===== src/rtl/fixed_point_iterative_fft_pkg.sv =====
// Shared types for the iterative radix-2 FFT control path: sequencer states and
// the butterfly multiplier shortcut codes understood by the datapath.
package fixed_point_iterative_fft_pkg;

    typedef enum logic [1:0] {
        ST_IDLE  = 2'd0,
        ST_ISSUE = 2'd1,
        ST_DRAIN = 2'd2,
        ST_DONE  = 2'd3
    } fft_state_e;

    localparam logic [2:0] MULT_GENERAL   = 3'd0;
    localparam logic [2:0] MULT_W_ONE     = 3'd1;
    localparam logic [2:0] MULT_W_NEG_ONE = 3'd2;
    localparam logic [2:0] MULT_W_POS_J   = 3'd3;
    localparam logic [2:0] MULT_W_NEG_J   = 3'd4;

endpackage


===== src/rtl/fixed_point_iterative_fft_agu.sv =====
// Combinational address generator: maps (stage, butterfly index) to the two
// in-place sample addresses, the twiddle index and the multiplier shortcut code.
module fixed_point_iterative_fft_agu
    import fixed_point_iterative_fft_pkg::*;
#(
    parameter int N = 8,
    localparam int LOG2N = $clog2(N),
    localparam int SW = (LOG2N > 1) ? $clog2(LOG2N) : 1
) (
    input  logic [SW-1:0]    stage_i,
    input  logic [LOG2N-2:0] bidx_i,
    output logic [LOG2N-1:0] addr_a_o,
    output logic [LOG2N-1:0] addr_b_o,
    output logic [LOG2N-2:0] tw_o,
    output logic [2:0]       mult_o
);

    localparam logic [SW-1:0]    LAST_STAGE = SW'(LOG2N - 1);
    localparam logic [LOG2N-2:0] TW_NEG_J   = (LOG2N - 1)'(N / 4);

    logic [LOG2N-1:0] bidx_ext_s;
    logic [LOG2N-1:0] h_s;
    logic [LOG2N-1:0] low_s;
    logic [LOG2N-1:0] addr_a_s;
    logic [LOG2N-2:0] tw_s;

    // Butterfly group base plus offset within the group; low_s < h_s always.
    always_comb begin
        bidx_ext_s = {1'b0, bidx_i};
        h_s        = LOG2N'(1) << stage_i;
        low_s      = bidx_ext_s & (h_s - LOG2N'(1));
        addr_a_s   = (((bidx_ext_s >> stage_i) << stage_i) << 1) | low_s;
        tw_s       = low_s[LOG2N-2:0] << (LAST_STAGE - stage_i);
        addr_a_o   = addr_a_s;
        addr_b_o   = addr_a_s + h_s;
        tw_o       = tw_s;
        if (tw_s == '0) begin
            mult_o = MULT_W_ONE;
        end else if (tw_s == TW_NEG_J) begin
            mult_o = MULT_W_NEG_J;
        end else begin
            mult_o = MULT_GENERAL;
        end
    end

endmodule


===== src/rtl/fixed_point_iterative_fft_sequencer.sv =====
// Issues every butterfly of an in-place radix-2 DIT FFT to a shared butterfly
// unit, limiting commands in flight and draining each stage before the next.
module fixed_point_iterative_fft_sequencer
    import fixed_point_iterative_fft_pkg::*;
#(
    parameter int N = 8,
    parameter int MAX_OUTSTANDING = 4,
    localparam int LOG2N = $clog2(N),
    localparam int SW = (LOG2N > 1) ? $clog2(LOG2N) : 1,
    localparam int BW = LOG2N - 1,
    localparam int OW = $clog2(MAX_OUTSTANDING + 1)
) (
    input  logic             clk,
    input  logic             reset,
    input  logic             start_val,
    output logic             start_rdy,
    output logic             cmd_val,
    input  logic             cmd_rdy,
    output logic [LOG2N-1:0] cmd_addr_a,
    output logic [LOG2N-1:0] cmd_addr_b,
    output logic [LOG2N-2:0] cmd_tw,
    output logic [SW-1:0]    cmd_stage,
    output logic [2:0]       cmd_mult,
    input  logic             wb_val,
    output logic             done_val,
    input  logic             done_rdy,
    output logic             busy,
    output logic             err
);

    localparam logic [BW-1:0] BIDX_LAST  = BW'(N / 2 - 1);
    localparam logic [SW-1:0] STAGE_LAST = SW'(LOG2N - 1);
    localparam logic [OW-1:0] OUT_MAX    = OW'(MAX_OUTSTANDING);

    fft_state_e    state_q, state_d;
    logic [SW-1:0] stage_q, stage_d;
    logic [BW-1:0] bidx_q, bidx_d;
    logic [OW-1:0] outst_q, outst_d;
    logic          err_q, err_d;
    logic          fire_s;

    assign start_rdy = (state_q == ST_IDLE);
    assign busy      = (state_q != ST_IDLE);
    assign done_val  = (state_q == ST_DONE);
    assign cmd_val   = (state_q == ST_ISSUE) && (outst_q < OUT_MAX);
    assign cmd_stage = stage_q;
    assign err       = err_q;
    assign fire_s    = cmd_val && cmd_rdy;

    fixed_point_iterative_fft_agu #(.N(N)) u_agu (
        .stage_i  (stage_q),
        .bidx_i   (bidx_q),
        .addr_a_o (cmd_addr_a),
        .addr_b_o (cmd_addr_b),
        .tw_o     (cmd_tw),
        .mult_o   (cmd_mult)
    );

    // Next-state for the sequencer FSM, position counters, in-flight count and error flag.
    always_comb begin
        state_d = state_q;
        stage_d = stage_q;
        bidx_d  = bidx_q;
        outst_d = outst_q;
        err_d   = err_q | (wb_val && (outst_q == '0));

        case (state_q)
            ST_IDLE: begin
                if (start_val) begin
                    state_d = ST_ISSUE;
                    stage_d = '0;
                    bidx_d  = '0;
                end else begin
                    state_d = ST_IDLE;
                end
            end
            ST_ISSUE: begin
                if (fire_s) begin
                    bidx_d = bidx_q + BW'(1);
                    if (bidx_q == BIDX_LAST) begin
                        state_d = ST_DRAIN;
                    end else begin
                        state_d = ST_ISSUE;
                    end
                end else begin
                    bidx_d = bidx_q;
                end
            end
            // Stage boundary waits on the registered count so no read sees a stale sample.
            ST_DRAIN: begin
                if (outst_q == '0) begin
                    if (stage_q == STAGE_LAST) begin
                        state_d = ST_DONE;
                    end else begin
                        state_d = ST_ISSUE;
                        stage_d = stage_q + SW'(1);
                        bidx_d  = '0;
                    end
                end else begin
                    state_d = ST_DRAIN;
                end
            end
            ST_DONE: begin
                if (done_rdy) begin
                    state_d = ST_IDLE;
                end else begin
                    state_d = ST_DONE;
                end
            end
            default: begin
                state_d = ST_IDLE;
            end
        endcase

        case ({fire_s, wb_val})
            2'b10: outst_d = outst_q + OW'(1);
            2'b01: begin
                if (outst_q != '0) begin
                    outst_d = outst_q - OW'(1);
                end else begin
                    outst_d = '0;
                end
            end
            default: outst_d = outst_q;
        endcase
    end

    // State registers; asynchronous reset forgets everything in flight.
    always_ff @(posedge clk or negedge reset) begin
        if (!reset) begin
            state_q <= ST_IDLE;
            stage_q <= '0;
            bidx_q  <= '0;
            outst_q <= '0;
            err_q   <= 1'b0;
        end else begin
            state_q <= state_d;
            stage_q <= stage_d;
            bidx_q  <= bidx_d;
            outst_q <= outst_d;
            err_q   <= err_d;
        end
    end

endmodule


===== config.mk =====
export PLATFORM = sky130hd
export DESIGN_NAME = fixed_point_iterative_fft_sequencer
export DESIGN_NICKNAME = d
export VERILOG_FILES = /design/src/rtl/fixed_point_iterative_fft_pkg.sv /design/src/rtl/fixed_point_iterative_fft_agu.sv /design/src/rtl/fixed_point_iterative_fft_sequencer.sv
export SDC_FILE = /design/constraint.sdc
export NUM_CORES = 1
export LEC_CHECK = 0
export CORE_MARGIN = 2
export CORE_UTILIZATION = 42
export DETAILED_ROUTE_END_ITERATION = 7
export PLACE_DENSITY = 0.76
export SETUP_SLACK_MARGIN = 0.1
export SLEW_MARGIN = 30
export SYNTH_ARGS = -nofsm -noshare
export SYNTH_HDL_FRONTEND = slang
export SYNTH_SLANG_ARGS = --single-unit

===== constraint.sdc =====
create_clock -name clk -period 2.2 [get_ports clk]
set_input_delay 0.22 -clock clk [delete_from_list [all_inputs] [get_ports clk]]
set_output_delay 0.22 -clock clk [all_outputs]
set_load 0.03 [all_outputs]

== Yosys cells after proc, flatten, opt, wreduce, memory -nomap -nowiden ==
Cells that the tools add are included.
Storage, ports and cells
  bits in registers: 10
  input bits: 6
  output and inout port bits: 18
  logic and storage cells: 64
Cells by class
  add/sub/neg operators: 7
  order comparisons: 1
  eq/ne operators: 12
  shifts and indexed selects: 4
  muxes and demuxes: 19
  bitwise logic cells: 3
  reductions and logical operators: 13
Operator list (count)
  $mux W2: 11
  $eq A2 B2 Y1 const B: 6
  $mux W3: 3
  $ne A2 B2 Y1 const B: 4
  $pmux W2 S4: 1
  $pmux W2 S3: 1
  $pmux W3 S2: 1
  $reduce_bool A2 Y1: 3
  $reduce_bool A3 Y1: 2
  $sub A3 B1 Y3 const B: 2
  $reduce_and A5 Y1: 1
  $add A2 B1 Y2 const B: 2
  $eq A2 B1 Y1 const B: 2
  $logic_not A2 Y1: 2
  $pmux W2 S2: 1
  $reduce_and A4 Y1: 1
  $add A3 B1 Y3 const B: 1
  $add A3 B3 Y3: 1
  $and A2 B3 Y3: 1
  $logic_and A1 B1 Y1: 3
  $logic_not A3 Y1: 1
  $lt A3 B3 Y1 const B: 1
  $or A3 B3 Y3: 1
  $shl A1 B2 Y3 const A: 1
  6 further kinds: 6

== Logic depth before layout (Yosys ltp) ==
  depth after elaboration: 7
  mapped depth: 7
  mapped depth without buffers: 6

== Modules after synthesis ==
From an unflattened synthesis, not the netlist that was laid out.
Unflattened totals
  cells, all modules: 93
  area, all modules: 888.4 µm²
Modules (own cells, without submodules)
  fixed_point_iterative_fft_sequencer: instances 1, cells each 67, area each 679.4 µm², seq. area each 250.2 µm²
  fixed_point_iterative_fft_agu: instances 1, cells each 26, area each 209.0 µm², seq. area each 0.0 µm²

== Least setup slack after synthesis ==
No wires, ideal clock.
  path type: register to output
  start: register stage_q[0] (netlist: cmd_stage[0])
  end: output cmd_mult[2]
  data arrival time: 2470 ps
  required time: 1980 ps
  setup slack: -490 ps
  cell stages (with the launch flop): 6
  buffers on the path: 0
  cells stage by stage: dfrtp_1 inv_1 ha_1 nor2b_1 o2bb2ai_1 nor3b_1
Between the ends
  cells in the longest elaborated chain, start to end: 7
  elaborated cells between the ends (all ways): 9
  classes of those cells: add/sub (2); eq/ne (1); shift (2); mux (2); bitwise (1); reduce/logical (1)
Ends and longest elaborated chain
  start: declaration: RTL line fixed_point_iterative_fft_sequencer.sv:36  | logic [SW-1:0] stage_q, stage_d;
  start signal: assignment: RTL line fixed_point_iterative_fft_sequencer.sv:138  | stage_q <= stage_d;
  $shl A1 B2 Y3: RTL line fixed_point_iterative_fft_agu.sv:30  | h_s = LOG2N'(1) << stage_i;
  $sub A3 B1 Y3: RTL line fixed_point_iterative_fft_agu.sv:31  | low_s = bidx_ext_s & (h_s - LOG2N'(1));
  $and A2 B3 Y3: RTL line fixed_point_iterative_fft_agu.sv:31
  $shl A2 B2 Y2 (*): RTL line fixed_point_iterative_fft_agu.sv:33  | tw_s = low_s[LOG2N-2:0] << (LAST_STAGE - stage_i);
  $eq A2 B2 Y1: RTL line fixed_point_iterative_fft_agu.sv:39  | end else if (tw_s == TW_NEG_J) begin
  $mux W3: RTL line fixed_point_iterative_fft_agu.sv:39
  $mux W3 (*): RTL line fixed_point_iterative_fft_agu.sv:37  | if (tw_s == '0) begin
  end: declaration: RTL line fixed_point_iterative_fft_sequencer.sv:23  | output logic [2:0] cmd_mult,
Mark *: on every way between the ends. The rest lies on a longest branch, timed or not.

== Worst setup path in the final report ==
Same ends and word-level chain as after synthesis.

==> results_dict.tcl <==
set metrics [dict create \
    outcome "finished, final reports clean" \
    synth_cells 89 \
    gp_congestion 0.7507 \
    cp.required_ps 1980 \
    die_area_um2 2278 \
    powerDensity_nw_per_um2 1416 \
    critPathLaunchType "flip-flop" \
    skew_ps 9.838 \
    cts.sinks 10 \
    io_buffers 22 \
    final_hold_viol_count 0 \
    fin_util 0.6050 \
    slowest_delay_ps 400 \
    grt_pass1_wl_um 2780 \
    syn_area_per_cell_um2 9.026 \
    critPathMaxFanout 5 \
    r2r_slack_ps 360 \
    max_cap_viol_count 0 \
    routed_wl_um 1728 \
    ys_seq_area_frac 0.3115 \
    peakVddDrop_mv 0.7865 \
    finalSetupTns_ps 0 \
    drt_iter0_drc 7 \
    worstPathArrival_ps 1750 \
    layout_commonest_cell "clkdlybuf4s50_1" \
    design_area_um2 1067 \
    grt.total_usage 0.1718 \
    rows 15 \
    drv_slew 0 \
    ant_nets 0 \
    synth-seq-cells 10 \
    cts_inserted_buffers 3 \
    rsz0062_at_grt "false" \
    drive_gt1_frac 0.1491 \
    r2r-start "state_q[0]" \
    period_share 0.8939 \
    vias 723 \
    crit_path_start "cmd_stage[0]" \
    clock-root-buffer "clkbuf_4" \
    critPathCaptureType "output pin" \
    hpwlAfterDp_um 1386 \
    setup_viol 0 \
    grt_max_degree 16 \
    total_power_mw 1.511 \
    overflow 0 \
    fin_ws_ps 233.5 \
    wl_per_cell_um 12.43 \
    die_y_um 47.73 \
    cts_tree "built" \
    syn-num-nets 103 \
    fin_crit_ps 1966 \
    yosysWarnings 0 \
    start_util 0.4553 \
    yosys.cell_types.count 33 \
    clkTransAtPathRegs_ps 70 \
    cts_max_path_buffers 2 \
    antenna_cells 0 \
    area_growth_pct 32.87 \
    die_w_um 47.73 \
    drtPass1Iterations 4 \
    dpl_cell_area_um2 1059 \
    fmax_mhz 508.5 \
    placed_cells 135 \
    drc 0 \
    mostFrequentLayoutCells "13 x clkdlybuf4s50_1, 11 x inv_1, 10 x dfrtp_1, 8 x ha_1" \
    num-nets-final 130 \
    netlist_area_um2 803.3 \
    reg2reg_to "outst_q[0]" \
    fin_cells 139 \
    post_drt_via_cell_ratio 5.201 \
    antenna_found_initial 0 \
    setup.worst_path.end "cmd_mult[2]" \
    path_class "reg2out" \
    core_area_um2 1764 \
    hp-class "in2async" \
    crit_slowest_cell "dfrtp_1" \
    cp_cell_sequence "inv_1 -> ha_1 -> xor2_1 -> o2bb2ai_1 -> nor3b_4 -> buf_4" \
    cts-htree-levels 1 \
    leakage_nw 0.5005 \
    hold_ws_ps 280.3 \
    reg2reg_depth 5 \
    pre_cts_slack_ps 36.34 \
    grt_pass1_vias 679 \
    pin_count 24 \
    clk_latency_ps 260 \
]
## per-layer routing
metal / global-route usage / up-vias / part of all wire
met1: 0.2055 / 335 / 0.44
met4: 0.06486 / 0 / 0.0058
met3: 0.02642 / 2 / 0.044
met2: 0.3067 / 19 / 0.51
met5: 0 / - / 0
li1: - / 367 / -
## cell families (layout without fill, tap and decap cells)
logic type | Yosys count | count (layout) | synth area share
compound gates | 21 | 21 | 0.1869
xor+xnor | 1 | 1 | 0.01091
fa+ha+maj | 8 | 8 | 0.1246
buf+inv | 14 | 39 | 0.07944
flops | 10 | 10 | 0.3115
mux | 5 | 5 | 0.06231
other cells | 1 | 1 | 0.004668
simple gates | 29 | 29 | 0.2196
## report_power, final
group          leakage [nW]  internal (mW)  switching (mW)  total [mW]
Combinational         0.365          0.446           0.588        1.03
Sequential            0.121          0.252           0.102       0.354
Clock                0.0138         0.0630          0.0606       0.124
Total                 0.500          0.761           0.750        1.51
## how the worst min path moves through the flow
stage / cells after the start / slack [ps] / to / startpoint
after detailed placement: 1 / 470 / err / err
after global routing: 1 / 330 / state_q[0] / reset
after floorplan: 0 / -80 / bidx_q[0] / reset
after CTS: 1 / 300 / err / reset
after global placement: 1 / 440 / err / err
final: 1 / 280 / err / reset
## worst max-delay path, delay by kind of cell, from the launching register on
kind | cells | cell delay [ps]
AO/OA/AOI/OAI | 1 | 190
XOR/XNOR | 1 | 200
adder cells (fa/ha/maj) | 1 | 260
buffers and inverters | 2 | 250
flip-flops | 1 | 400
AND/OR/NAND/NOR | 1 | 200
## cell type report
| type | count | area, um^2 |
|---|---|---|
| fillers | 179 | 696.9 |
| inverters | 11 | 41.29 |
| multi-input cells | 65 | 503.0 |
| repair buffers | 25 | 219.0 |
| well taps | 25 | 31.28 |
| flip-flops and latches | 10 | 250.2 |
| clock buffers | 3 | 22.52 |
## cells in the mapped netlist (all sizes together)
cell	count	area share
dfrtp	10	0.31
o21bai	1	0.0093
o2bb2ai	1	0.011
a211oi	1	0.0093
or2	3	0.023
ha	8	0.12
nor2b	3	0.023
and2	2	0.016
nor3b	3	0.028
a2bb2oi	1	0.011
o31ai	1	0.0093
buf	2	0.023
o311ai	2	0.022
o22ai	2	0.016
inv	11	0.051
a21oi	1	0.0062
a22o	3	0.034
conb	1	0.0047
or4b	1	0.017
o21ai	5	0.031
xor2	1	0.011
nand2b	2	0.016
nand3	4	0.025
nand3b	1	0.0093
nand2	2	0.0093
and3	1	0.0078
nor2	5	0.023
mux2i	5	0.062
a21o	3	0.028
nand4b	2	0.022
clkbuf	1	0.0047
## state kept, by name, summed over array words and instances, names as in the netlist
signal / cells
err: 1
outst_q: 3
bidx_q: 2
cmd_stage: 2
state_q: 2
## what timing repair did
item	CTS	global route
resized for setup	9	5
hold buffers	0	0
endpoints found under the hold margin	0	0
gates cloned	0	0
setup buffers	0	1
endpoints found under the setup margin	8	5
pin swaps	0	0
Note: power is estimated with default switching activity, not from simulation.
